<file path="src/rtl/wb_arbiter_2m_if.sv">
// Wishbone B4 classic/registered-burst bundle shared by the arbiter
// and its requesters/target: 32-bit address and data, byte selects.
interface wshb_if;
  logic        cyc;
  logic        stb;
  logic        we;
  logic [31:0] adr;
  logic [31:0] dat_ms;
  logic [31:0] dat_sm;
  logic [3:0]  sel;
  logic [2:0]  cti;
  logic [1:0]  bte;
  logic        ack;
  logic        err;
  logic        rty;

  modport master (
    output cyc, stb, we, adr, dat_ms, sel, cti, bte,
    input  dat_sm, ack, err, rty
  );

  modport slave (
    input  cyc, stb, we, adr, dat_ms, sel, cti, bte,
    output dat_sm, ack, err, rty
  );
endinterface

</file>
<file path="src/rtl/wb_arbiter_2m.sv">
// Two-master Wishbone arbiter, cyc-level ownership, starve flags.
// WB_ARB_FIXED_PRIO_EN: master 0 always wins contention (else round-robin).
module wb_arbiter_2m #(
  parameter int STARVE_MAX = 255
) (
  input  logic        clk,
  input  logic        rst,
  wshb_if.slave       wb_m0,
  wshb_if.slave       wb_m1,
  wshb_if.master      wb_s,
  output logic [1:0]  grant,
  output logic [1:0]  starve
);

  localparam int CW =
    (STARVE_MAX > 255) ? $clog2(STARVE_MAX + 1) : 8;
  localparam logic [CW-1:0] SMAX = CW'(STARVE_MAX);

  typedef enum logic [1:0] {
    IDLE = 2'b00,
    OWN0 = 2'b01,
    OWN1 = 2'b10
  } state_t;

  state_t state, state_nxt;
  logic   pick1;
  logic [1:0] req;

  assign req = {wb_m1.cyc, wb_m0.cyc};

`ifdef WB_ARB_FIXED_PRIO_EN
  assign pick1 = 1'b0;
`else
  // 1 = master 1 was the most recent owner
  logic last;

  assign pick1 = ~last;

  always_ff @(posedge clk or posedge rst) begin
    if (rst)
      last <= 1'b1;
    else if (state_nxt != IDLE)
      last <= (state_nxt == OWN1);
  end
`endif

  always_ff @(posedge clk or posedge rst) begin
    if (rst)
      state <= IDLE;
    else
      state <= state_nxt;
  end

  always_comb begin
    state_nxt = state;
    unique case (state)
      IDLE: begin
        if (req == 2'b11)
          state_nxt = pick1 ? OWN1 : OWN0;
        else if (req[0])
          state_nxt = OWN0;
        else if (req[1])
          state_nxt = OWN1;
      end
      OWN0: begin
        if (!req[0])
          state_nxt = req[1] ? OWN1 : IDLE;
      end
      OWN1: begin
        if (!req[1])
          state_nxt = req[0] ? OWN0 : IDLE;
      end
      default: state_nxt = IDLE;
    endcase
  end

  always_comb begin
    grant = 2'b00;
    unique case (state)
      OWN0:    grant = 2'b01;
      OWN1:    grant = 2'b10;
      default: grant = 2'b00;
    endcase
  end

  always_comb begin
    wb_s.cyc    = 1'b0;
    wb_s.stb    = 1'b0;
    wb_s.we     = 1'b0;
    wb_s.adr    = '0;
    wb_s.dat_ms = '0;
    wb_s.sel    = '0;
    wb_s.cti    = '0;
    wb_s.bte    = '0;
    unique case (1'b1)
      grant[0]: begin
        wb_s.cyc    = wb_m0.cyc;
        wb_s.stb    = wb_m0.stb;
        wb_s.we     = wb_m0.we;
        wb_s.adr    = wb_m0.adr;
        wb_s.dat_ms = wb_m0.dat_ms;
        wb_s.sel    = wb_m0.sel;
        wb_s.cti    = wb_m0.cti;
        wb_s.bte    = wb_m0.bte;
      end
      grant[1]: begin
        wb_s.cyc    = wb_m1.cyc;
        wb_s.stb    = wb_m1.stb;
        wb_s.we     = wb_m1.we;
        wb_s.adr    = wb_m1.adr;
        wb_s.dat_ms = wb_m1.dat_ms;
        wb_s.sel    = wb_m1.sel;
        wb_s.cti    = wb_m1.cti;
        wb_s.bte    = wb_m1.bte;
      end
      default: ;
    endcase
  end

  assign wb_m0.ack    = grant[0] & wb_s.ack;
  assign wb_m0.err    = grant[0] & wb_s.err;
  assign wb_m0.rty    = grant[0] & wb_s.rty;
  assign wb_m1.ack    = grant[1] & wb_s.ack;
  assign wb_m1.err    = grant[1] & wb_s.err;
  assign wb_m1.rty    = grant[1] & wb_s.rty;
  assign wb_m0.dat_sm = wb_s.dat_sm;
  assign wb_m1.dat_sm = wb_s.dat_sm;

  logic [CW-1:0] cnt     [2];
  logic [CW-1:0] cnt_nxt [2];

  always_comb begin
    for (int i = 0; i < 2; i++) begin
      cnt_nxt[i] = cnt[i];
      if (!req[i] || grant[i])
        cnt_nxt[i] = '0;
      else if (cnt[i] != SMAX)
        cnt_nxt[i] = cnt[i] + 1'b1;
    end
  end

  always_ff @(posedge clk or posedge rst) begin
    if (rst) begin
      cnt[0] <= '0;
      cnt[1] <= '0;
      starve <= 2'b00;
    end else begin
      for (int i = 0; i < 2; i++) begin
        cnt[i]    <= cnt_nxt[i];
        starve[i] <= (cnt_nxt[i] == SMAX);
      end
    end
  end

endmodule

</file>
<file path="src/flat_wrapper.sv">
// flat-port wrapper written by rule: the top's interface ports become plain ports
module wb_arbiter_2m_flat 
#(
  parameter int STARVE_MAX = 255
)
  (clk, rst, grant, starve, wb_m0_cyc, wb_m0_stb, wb_m0_we, wb_m0_adr, wb_m0_dat_ms, wb_m0_sel, wb_m0_cti, wb_m0_bte, wb_m0_dat_sm, wb_m0_ack, wb_m0_err, wb_m0_rty, wb_m1_cyc, wb_m1_stb, wb_m1_we, wb_m1_adr, wb_m1_dat_ms, wb_m1_sel, wb_m1_cti, wb_m1_bte, wb_m1_dat_sm, wb_m1_ack, wb_m1_err, wb_m1_rty, wb_s_cyc, wb_s_stb, wb_s_we, wb_s_adr, wb_s_dat_ms, wb_s_sel, wb_s_cti, wb_s_bte, wb_s_dat_sm, wb_s_ack, wb_s_err, wb_s_rty);
  wshb_if wb_m0_i ();
  wshb_if wb_m1_i ();
  wshb_if wb_s_i ();
  input  logic clk;
  input  logic rst;
  output logic [1:0] grant;
  output logic [1:0] starve;
  input wire logic [$bits(wb_m0_i.cyc)-1:0] wb_m0_cyc;
  input wire logic [$bits(wb_m0_i.stb)-1:0] wb_m0_stb;
  input wire logic [$bits(wb_m0_i.we)-1:0] wb_m0_we;
  input wire logic [$bits(wb_m0_i.adr)-1:0] wb_m0_adr;
  input wire logic [$bits(wb_m0_i.dat_ms)-1:0] wb_m0_dat_ms;
  input wire logic [$bits(wb_m0_i.sel)-1:0] wb_m0_sel;
  input wire logic [$bits(wb_m0_i.cti)-1:0] wb_m0_cti;
  input wire logic [$bits(wb_m0_i.bte)-1:0] wb_m0_bte;
  output wire logic [$bits(wb_m0_i.dat_sm)-1:0] wb_m0_dat_sm;
  output wire logic [$bits(wb_m0_i.ack)-1:0] wb_m0_ack;
  output wire logic [$bits(wb_m0_i.err)-1:0] wb_m0_err;
  output wire logic [$bits(wb_m0_i.rty)-1:0] wb_m0_rty;
  input wire logic [$bits(wb_m1_i.cyc)-1:0] wb_m1_cyc;
  input wire logic [$bits(wb_m1_i.stb)-1:0] wb_m1_stb;
  input wire logic [$bits(wb_m1_i.we)-1:0] wb_m1_we;
  input wire logic [$bits(wb_m1_i.adr)-1:0] wb_m1_adr;
  input wire logic [$bits(wb_m1_i.dat_ms)-1:0] wb_m1_dat_ms;
  input wire logic [$bits(wb_m1_i.sel)-1:0] wb_m1_sel;
  input wire logic [$bits(wb_m1_i.cti)-1:0] wb_m1_cti;
  input wire logic [$bits(wb_m1_i.bte)-1:0] wb_m1_bte;
  output wire logic [$bits(wb_m1_i.dat_sm)-1:0] wb_m1_dat_sm;
  output wire logic [$bits(wb_m1_i.ack)-1:0] wb_m1_ack;
  output wire logic [$bits(wb_m1_i.err)-1:0] wb_m1_err;
  output wire logic [$bits(wb_m1_i.rty)-1:0] wb_m1_rty;
  output wire logic [$bits(wb_s_i.cyc)-1:0] wb_s_cyc;
  output wire logic [$bits(wb_s_i.stb)-1:0] wb_s_stb;
  output wire logic [$bits(wb_s_i.we)-1:0] wb_s_we;
  output wire logic [$bits(wb_s_i.adr)-1:0] wb_s_adr;
  output wire logic [$bits(wb_s_i.dat_ms)-1:0] wb_s_dat_ms;
  output wire logic [$bits(wb_s_i.sel)-1:0] wb_s_sel;
  output wire logic [$bits(wb_s_i.cti)-1:0] wb_s_cti;
  output wire logic [$bits(wb_s_i.bte)-1:0] wb_s_bte;
  input wire logic [$bits(wb_s_i.dat_sm)-1:0] wb_s_dat_sm;
  input wire logic [$bits(wb_s_i.ack)-1:0] wb_s_ack;
  input wire logic [$bits(wb_s_i.err)-1:0] wb_s_err;
  input wire logic [$bits(wb_s_i.rty)-1:0] wb_s_rty;
  assign wb_m0_i.cyc = wb_m0_cyc;
  assign wb_m0_i.stb = wb_m0_stb;
  assign wb_m0_i.we = wb_m0_we;
  assign wb_m0_i.adr = wb_m0_adr;
  assign wb_m0_i.dat_ms = wb_m0_dat_ms;
  assign wb_m0_i.sel = wb_m0_sel;
  assign wb_m0_i.cti = wb_m0_cti;
  assign wb_m0_i.bte = wb_m0_bte;
  assign wb_m0_dat_sm = wb_m0_i.dat_sm;
  assign wb_m0_ack = wb_m0_i.ack;
  assign wb_m0_err = wb_m0_i.err;
  assign wb_m0_rty = wb_m0_i.rty;
  assign wb_m1_i.cyc = wb_m1_cyc;
  assign wb_m1_i.stb = wb_m1_stb;
  assign wb_m1_i.we = wb_m1_we;
  assign wb_m1_i.adr = wb_m1_adr;
  assign wb_m1_i.dat_ms = wb_m1_dat_ms;
  assign wb_m1_i.sel = wb_m1_sel;
  assign wb_m1_i.cti = wb_m1_cti;
  assign wb_m1_i.bte = wb_m1_bte;
  assign wb_m1_dat_sm = wb_m1_i.dat_sm;
  assign wb_m1_ack = wb_m1_i.ack;
  assign wb_m1_err = wb_m1_i.err;
  assign wb_m1_rty = wb_m1_i.rty;
  assign wb_s_cyc = wb_s_i.cyc;
  assign wb_s_stb = wb_s_i.stb;
  assign wb_s_we = wb_s_i.we;
  assign wb_s_adr = wb_s_i.adr;
  assign wb_s_dat_ms = wb_s_i.dat_ms;
  assign wb_s_sel = wb_s_i.sel;
  assign wb_s_cti = wb_s_i.cti;
  assign wb_s_bte = wb_s_i.bte;
  assign wb_s_i.dat_sm = wb_s_dat_sm;
  assign wb_s_i.ack = wb_s_ack;
  assign wb_s_i.err = wb_s_err;
  assign wb_s_i.rty = wb_s_rty;
  wb_arbiter_2m #(.STARVE_MAX(STARVE_MAX)) u_core (.clk(clk), .rst(rst), .wb_m0(wb_m0_i), .wb_m1(wb_m1_i), .wb_s(wb_s_i), .grant(grant), .starve(starve));
endmodule
</file>
<file path="config.mk">
export PLATFORM = sky130hd
export DESIGN_NAME = wb_arbiter_2m_flat
export DESIGN_NICKNAME = d
export VERILOG_FILES = /design/src/rtl/wb_arbiter_2m_if.sv /design/src/rtl/wb_arbiter_2m.sv /design/src/flat_wrapper.sv
export SDC_FILE = /design/constraint.sdc
export NUM_CORES = 1
export LEC_CHECK = 0
export CORE_AREA = 2 2 133 135
export CTS_BUF_LIST = sky130_fd_sc_hd__clkbuf_8
export CTS_CLUSTER_SIZE = 24
export DETAILED_ROUTE_END_ITERATION = 8
export DIE_AREA = 0 0 135 137
export PLACE_DENSITY = 0.6
export SYNTH_ARGS = -nofsm -noshare
export SYNTH_HDL_FRONTEND = slang
export SYNTH_SLANG_ARGS = --single-unit
</file>
<file path="constraint.sdc">
create_clock -name clk -period 3.19 [get_ports clk]
set_input_delay 0.957 -clock clk [delete_from_list [all_inputs] [get_ports clk]]
set_output_delay 0.957 -clock clk [all_outputs]
set_load 0.005 [all_outputs]
</file>
==> flow_metrics.tcl, run 1 <==
set metrics [dict create \
    antenna_found_initial 0 \
    cts_tree "done" \
    period_minus_slack_ns 3.164 \
    dpl.hpwl_um 11050 \
    clkPwrFrac 0.052 \
    routed_via_density 4.510 \
    wl_per_cell_um 17.56 \
    drc_errors 0 \
    grt_max_degree 46 \
    fin_nets 761 \
    setup_viol 0 \
    layout-drive-gt1-share 0.06927 \
    synth_cell_types 51 \
    dieArea_um2 18500 \
    first_pass_iters 4 \
    ys_ff_latch 21 \
    drt_iter0_drc 201 \
    yosys.area_share.adder 0.03325 \
    async_reset_ff_frac 1.000 \
    ant_nets 0 \
    synth_top_family_by_area "simple AND/OR/NAND/NOR gates" \
    power_switching_mw 1.263 \
    synth.avg_cell_area_um2 7.621 \
    fin_skew_ns 0.003850 \
    power_mw 3.278 \
    switching_share 0.3854 \
    ir_worst_vdd_mv 0.2405 \
    synth_simple_gate_area_share 0.2839 \
    synth_warnings 0 \
    placement_rows 48 \
    synth_fp_nets 592 \
    place_ws_ns -0.1284 \
    clk-insertion-delay-late_ns 0.26 \
    root_buffer "clkbuf_8" \
    synth_edf_count 0 \
    initial_utilization 0.1765 \
    vias 3554 \
    worstPathArrival_ns 2.21 \
    grt_pass1_wl_um 19090 \
    clock-sinks 21 \
    max_freq_ghz 0.3161 \
    total_leakage_power_nw 1.970 \
    die_y_um 137 \
    crit_type "primary input to output pin" \
    io_buffers 242 \
    p_per_area_nw_per_um2 601.2 \
    stdcell_count 788 \
    seqPwrFrac 0.112 \
    core_um2 17060 \
    dominantRegCellSynth "dfrtp_1" \
    final_cell_area_um2 5453 \
    p_int_mw 2.015 \
    status "complete, no violations" \
    crit_path_start_kind "primary input" \
    tns_ns 0 \
    cp-end-kind "output pin" \
    wl_um 13840 \
    rsz0062_at_grt "no" \
    area_growth_syn_to_layout_pct 81.13 \
    synth_area_um2 3010 \
    power_frac_comb 0.836 \
    layout_setup_ws_ns 0.02629 \
    grt_overflow_total 0 \
    gp_congestion 0.7787 \
    min_path_type "register to register" \
    dpl_cell_area_um2 5260 \
    grt_usage 0.1336 \
    insertedDiodeCount 0 \
    synth_xor_area_frac 0.008728 \
    cts_max_path_buffers 2 \
    dpl.cell_count 779 \
    clk_transition_reported_paths_ns 0.07 \
    drv_cap 0 \
    cts_hold_buffers 0 \
    period_share 0.9918 \
    cts_max_level 1 \
    layout_common_cells "234 x clkdlybuf4s50_1, 79 x a22oi_1, 74 x nor2b_1, 18 x dfrtp_1, 13 x nor2_1" \
    synth_seq_area_share 0.1750 \
    synth_compound_area_frac 0.2764 \
    maxSlewHeadroom 0.4660 \
    die_w_um 135 \
    first_global_vias 3441 \
    crit_path_max_fanout 1 \
    drv_slew 0 \
    synth_mux_area_frac 0.003741 \
    hold_violations 0 \
    synthCells 395 \
    ioPinCount 339 \
    numCtsBuffers 3 \
    max_slew.worst_pin.slew_ns 0.8001 \
    required_ns 2.23 \
    final_common_cell "clkdlybuf4s50_1" \
    fill_cells 1769 \
]
[Yosys cell counts (all sizes together), types with 2 or more instances]
library cell  number  area share
o22a               2      0.0058
a211oi             2      0.0067
xnor2              2      0.0058
nand2b             3      0.0062
inv                8       0.010
nor2              13       0.016
dfrtp             20        0.17
nand3              7       0.013
ha                 8       0.033
or2                2      0.0050
a31oi              4      0.0083
o21a               2      0.0050
a21oi              8       0.013
o21ai              5      0.0083
a22oi             79        0.20
clkbuf            25       0.031
and2               7       0.015
nor2b             76        0.16
nor4b              2      0.0079
o211a              2      0.0067
nand2             12       0.015
o311ai             2      0.0058
nor3               9       0.015
and4               2      0.0058
nand4              3      0.0062
buf               72        0.18
[critical path, stage by stage]
cell             delay [ns]
clkdlybuf4s50_1        0.53
a22oi_1                0.09
nor2b_1                0.12
clkdlybuf4s50_1        0.51
[metrics by stage]
| step | hold slack (ns) | util |
|---|---|---|
| 6_report | 0.5229 | 0.3197 |
| 4_1_cts | 0.5287 | 0.3165 |
| 2_1_floorplan | 0.4939 | - |
| 3_5_place_dp | 0.5171 | 0.3084 |
| 5_1_grt | 0.5365 | 0.3197 |
| 3_3_place_gp | 0.5056 | 0.3084 |
[flip-flops by register name, indices dropped and copies added, names as in the netlist]
name           count
u_core.last        1
u_core.cnt        16
u_core.starve      2
u_core.state       2
[final timing paths]
check                           cells past startpoint               end  slack [ns]              from
worst max register to register                      7  u_core.starve[1]        1.08   u_core.state[0]
min in group asynchronous                           2  u_core.starve[1]        1.15               rst
worst min-delay path                                1       u_core.last        0.52       u_core.last
max in group asynchronous                           2   u_core.state[0]        1.49               rst
worst min register to register                      1       u_core.last        0.52       u_core.last
worst max-delay path                                4   wb_s_dat_ms[30]        0.03  wb_m0_dat_ms[30]
[routing by layer]
| layer | vias to the layer above | share of wire | global-route usage |
|---|---|---|---|
| met3 | 20 | 0.15 | 0.09000 |
| met2 | 179 | 0.49 | 0.2276 |
| li1 | 1684 | - | - |
| met5 | - | 0 | 0 |
| met1 | 1671 | 0.35 | 0.1410 |
| met4 | 0 | 0.0092 | 0.01736 |
[what timing repair did]
action                                  in CTS  in global routing
endpoints found under the setup margin      40                 68
gates resized for setup                     10                  9
gates cloned                                 2                  0
buffers inserted                             0                  3
[cell type report]
class,instances,area [um2],share of cell area
multi-input cells,269,1857,0.3405
inverters,8,30.03,0.005507
clock inverters,1,3.754,0.0006884
flip-flops and latches,21,529.3,0.09706
clock buffers,3,41.29,0.007572
well taps,225,281.5,0.05163
repair buffers,261,2710,0.4970
[cells by family after synthesis]
kind of cell             count (synthesis)
adder cells (fa/ha/maj)                  8
flip-flops                              21
XOR/XNOR                                 3
AO/OA/AOI/OAI                          113
multiplexers                             1
buffers and inverters                  105
AND/OR/NAND/NOR                        144
[power groups by stage]
stage          Combinational (mW)  Sequential [mW]  Clock (mW)
6_report                     2.74            0.367       0.171
5_1_grt                      2.96            0.374       0.193
4_1_cts                      2.74            0.371       0.180
3_5_place_dp                 2.58            0.369           0
3_3_place_gp                 2.55            0.365           0
2_1_floorplan                1.30            0.350           0
(Power assumes the default switching activity.)
==> run 2, diff against run 1 <==
--- a/config.mk
+++ b/config.mk
@@ -10,6 +10,7 @@
 export CTS_CLUSTER_SIZE = 24
 export DETAILED_ROUTE_END_ITERATION = 8
 export DIE_AREA = 0 0 135 137
+export HOLD_SLACK_MARGIN = 0.1
 export PLACE_DENSITY = 0.6
 export SYNTH_ARGS = -nofsm -noshare
 export SYNTH_HDL_FRONTEND = slang
==> results of run 2 <==
Same layout as run 1: the final DEF is identical, and so are final timing and power.
==> run 3, diff against run 2 <==
--- a/config.mk
+++ b/config.mk
@@ -5,13 +5,14 @@
 export SDC_FILE = /design/constraint.sdc
 export NUM_CORES = 1
 export LEC_CHECK = 0
-export CORE_AREA = 2 2 133 135
+export CORE_AREA = 2 2 131 133
 export CTS_BUF_LIST = sky130_fd_sc_hd__clkbuf_8
 export CTS_CLUSTER_SIZE = 24
 export DETAILED_ROUTE_END_ITERATION = 8
-export DIE_AREA = 0 0 135 137
+export DIE_AREA = 0 0 133 135
+export DONT_BUFFER_PORTS = 1
 export HOLD_SLACK_MARGIN = 0.1
-export PLACE_DENSITY = 0.6
+export PLACE_DENSITY = 0.35
 export SYNTH_ARGS = -nofsm -noshare
 export SYNTH_HDL_FRONTEND = slang
 export SYNTH_SLANG_ARGS = --single-unit
==> flow_metrics.tcl, run 3 (same netlist as run 1, synthesis figures left out) <==
set metrics [dict create \
    crit_path_max_fanout 52 \
    required_ns 2.23 \
    cts_resized 0 \
    dpl.hpwl_um 12220 \
    fin_skew_ns 0.003444 \
    r2r-start "u_core.state[0]" \
    vias 2604 \
    power_frac_comb 0.742 \
    seqPwrFrac 0.173 \
    cts_setup_buffers 0 \
    die_w_um 133 \
    worstPathArrival_ns 2.07 \
    hold_path_depth 1 \
    ant_nets 0 \
    drt_iter0_drc 95 \
    cts_max_level 1 \
    first_global_vias 2446 \
    gp_congestion 0.7921 \
    hold_violations 0 \
    tns_ns 0 \
    status "complete, no violations" \
    min_to "u_core.last" \
    grt_pass1_wl_um 18590 \
    setup_viol 0 \
    grt_usage 0.1444 \
    rsz0062_at_grt "no" \
    cts_hold_buffers 0 \
    ioPinCount 339 \
    p_int_mw 1.032 \
    clock-sinks 21 \
    ff2ff_setup_slack_ns 0.97 \
    cp-end-kind "output pin" \
    hp-start "u_core.last" \
    core_um2 16410 \
    switching_share 0.5083 \
    maxSlewHeadroom 0.4131 \
    crit_path_start_kind "register" \
    cts_max_path_buffers 2 \
    cts_tree "done" \
    die_y_um 135 \
    r2r_cells 7 \
    wl_um 14130 \
    initial_utilization 0.1835 \
    routed_via_density 4.876 \
    min_path_type "register to register" \
    power_switching_mw 1.067 \
    multi_input_area_um2 1832 \
    wl_per_cell_um 26.47 \
    io_buffers 0 \
    drv_slew 0 \
    crit_type "register to output pin" \
    clk-insertion-delay-late_ns 0.26 \
    r2r_end "u_core.starve[1]" \
    final_common_cell "a22oi_1" \
    clk_transition_reported_paths_ns 0.08 \
    grt_overflow_total 0 \
    total_leakage_power_nw 0.8633 \
    antenna_found_initial 7 \
    max_slew.worst_pin.slew_ns 0.8793 \
    grt_max_degree 53 \
    area_growth_syn_to_layout_pct -7.523 \
    root_buffer "clkbuf_8" \
    largest_register_ffs 16 \
    fin_nets 509 \
    period_minus_slack_ns 3.030 \
    clkPwrFrac 0.085 \
    reg.largest.list "u_core.cnt: 16 flops, u_core.starve: 2 flops, u_core.state: 2 flops" \
    p_per_area_nw_per_um2 753.9 \
    top_register "u_core.cnt" \
    period_share 0.9499 \
    hold_ws_ns 0.5161 \
    layout_common_cells "79 x a22oi_1, 76 x nor2b_1, 20 x dfrtp_1, 13 x nor2_1, 12 x nand2_1" \
    drc_errors 0 \
    dieArea_um2 17960 \
    drv_cap 0 \
    numCtsBuffers 3 \
    placement_rows 47 \
    first_pass_iters 4 \
    ir_worst_vdd_mv 0.2236 \
    max_freq_ghz 0.3300 \
    fill_cells 1842 \
    layout-drive-gt1-share 0.07395 \
    register_area_um2 526.8 \
]
==> run 3: metrics by stage <==
step / area (um2) / power (mW) / utilization / cells / setup WS [ns]
4_1_cts: 2776 / 2.160 / 0.1692 / 531 / 0.1300
3_3_place_gp: 2731 / 1.928 / 0.1665 / 527 / 0.4705
3_5_place_dp: 2731 / 1.976 / 0.1665 / 527 / 0.4265
2_1_floorplan: 3010 / 1.648 / - / 395 / 0.5708
5_1_grt: 2779 / 2.310 / 0.1694 / 532 / 0.007819
6_report: 2784 / 2.099 / 0.1697 / 534 / 0.1599
==> run 3: worst max-delay path: stages, from the launching register on <==
cell     delay [ns]
dfrtp_1        0.46
inv_1          0.14
ha_2           0.19
buf_4          0.43
a22oi_1        0.26
nor2b_1        0.28
==> run 3: routing by layer <==
metal | track usage | routed length, um | vias up
met5 | 0 | 49 | -
met4 | 0.02867 | 247 | 8
met3 | 0.1532 | 3027 | 23
met2 | 0.1969 | 5753 | 158
met1 | 0.1537 | 5056 | 1232
li1 | - | - | 1183
==> run 3: area by class of cell <==
type	count	share of cell area
Antenna cell	3	0.002697
Inverter	8	0.01079
Clock inverter	1	0.001348
Multi-Input combinational cell	269	0.6580
Sequential cell	21	0.1892
Tap cell	220	0.09888
Timing Repair Buffer	9	0.02427
Clock buffer	3	0.01483
==> run 3: how the worst max path moves through the flow <==
stage,startpoint,endpoint,depth (start not counted)
floorplan,u_core.state[0],wb_s_adr[12],7
global placement,u_core.state[0],wb_s_sel[0],5
detailed placement,u_core.state[0],wb_s_sel[0],5
CTS,u_core.state[0],wb_s_sel[0],5
global route,u_core.state[0],wb_s_sel[0],5
finish,u_core.state[0],wb_s_sel[0],5
==> run 3: power by group through the flow <==
stage                     Combinational, mW  Clock, mW  Sequential [mW]
final                                  1.56      0.178            0.364
after detailed placement               1.61          0            0.369
after global routing                   1.73      0.204            0.371
after floorplan                        1.30          0            0.350
after global placement                 1.56          0            0.368
after CTS                              1.61      0.191            0.363
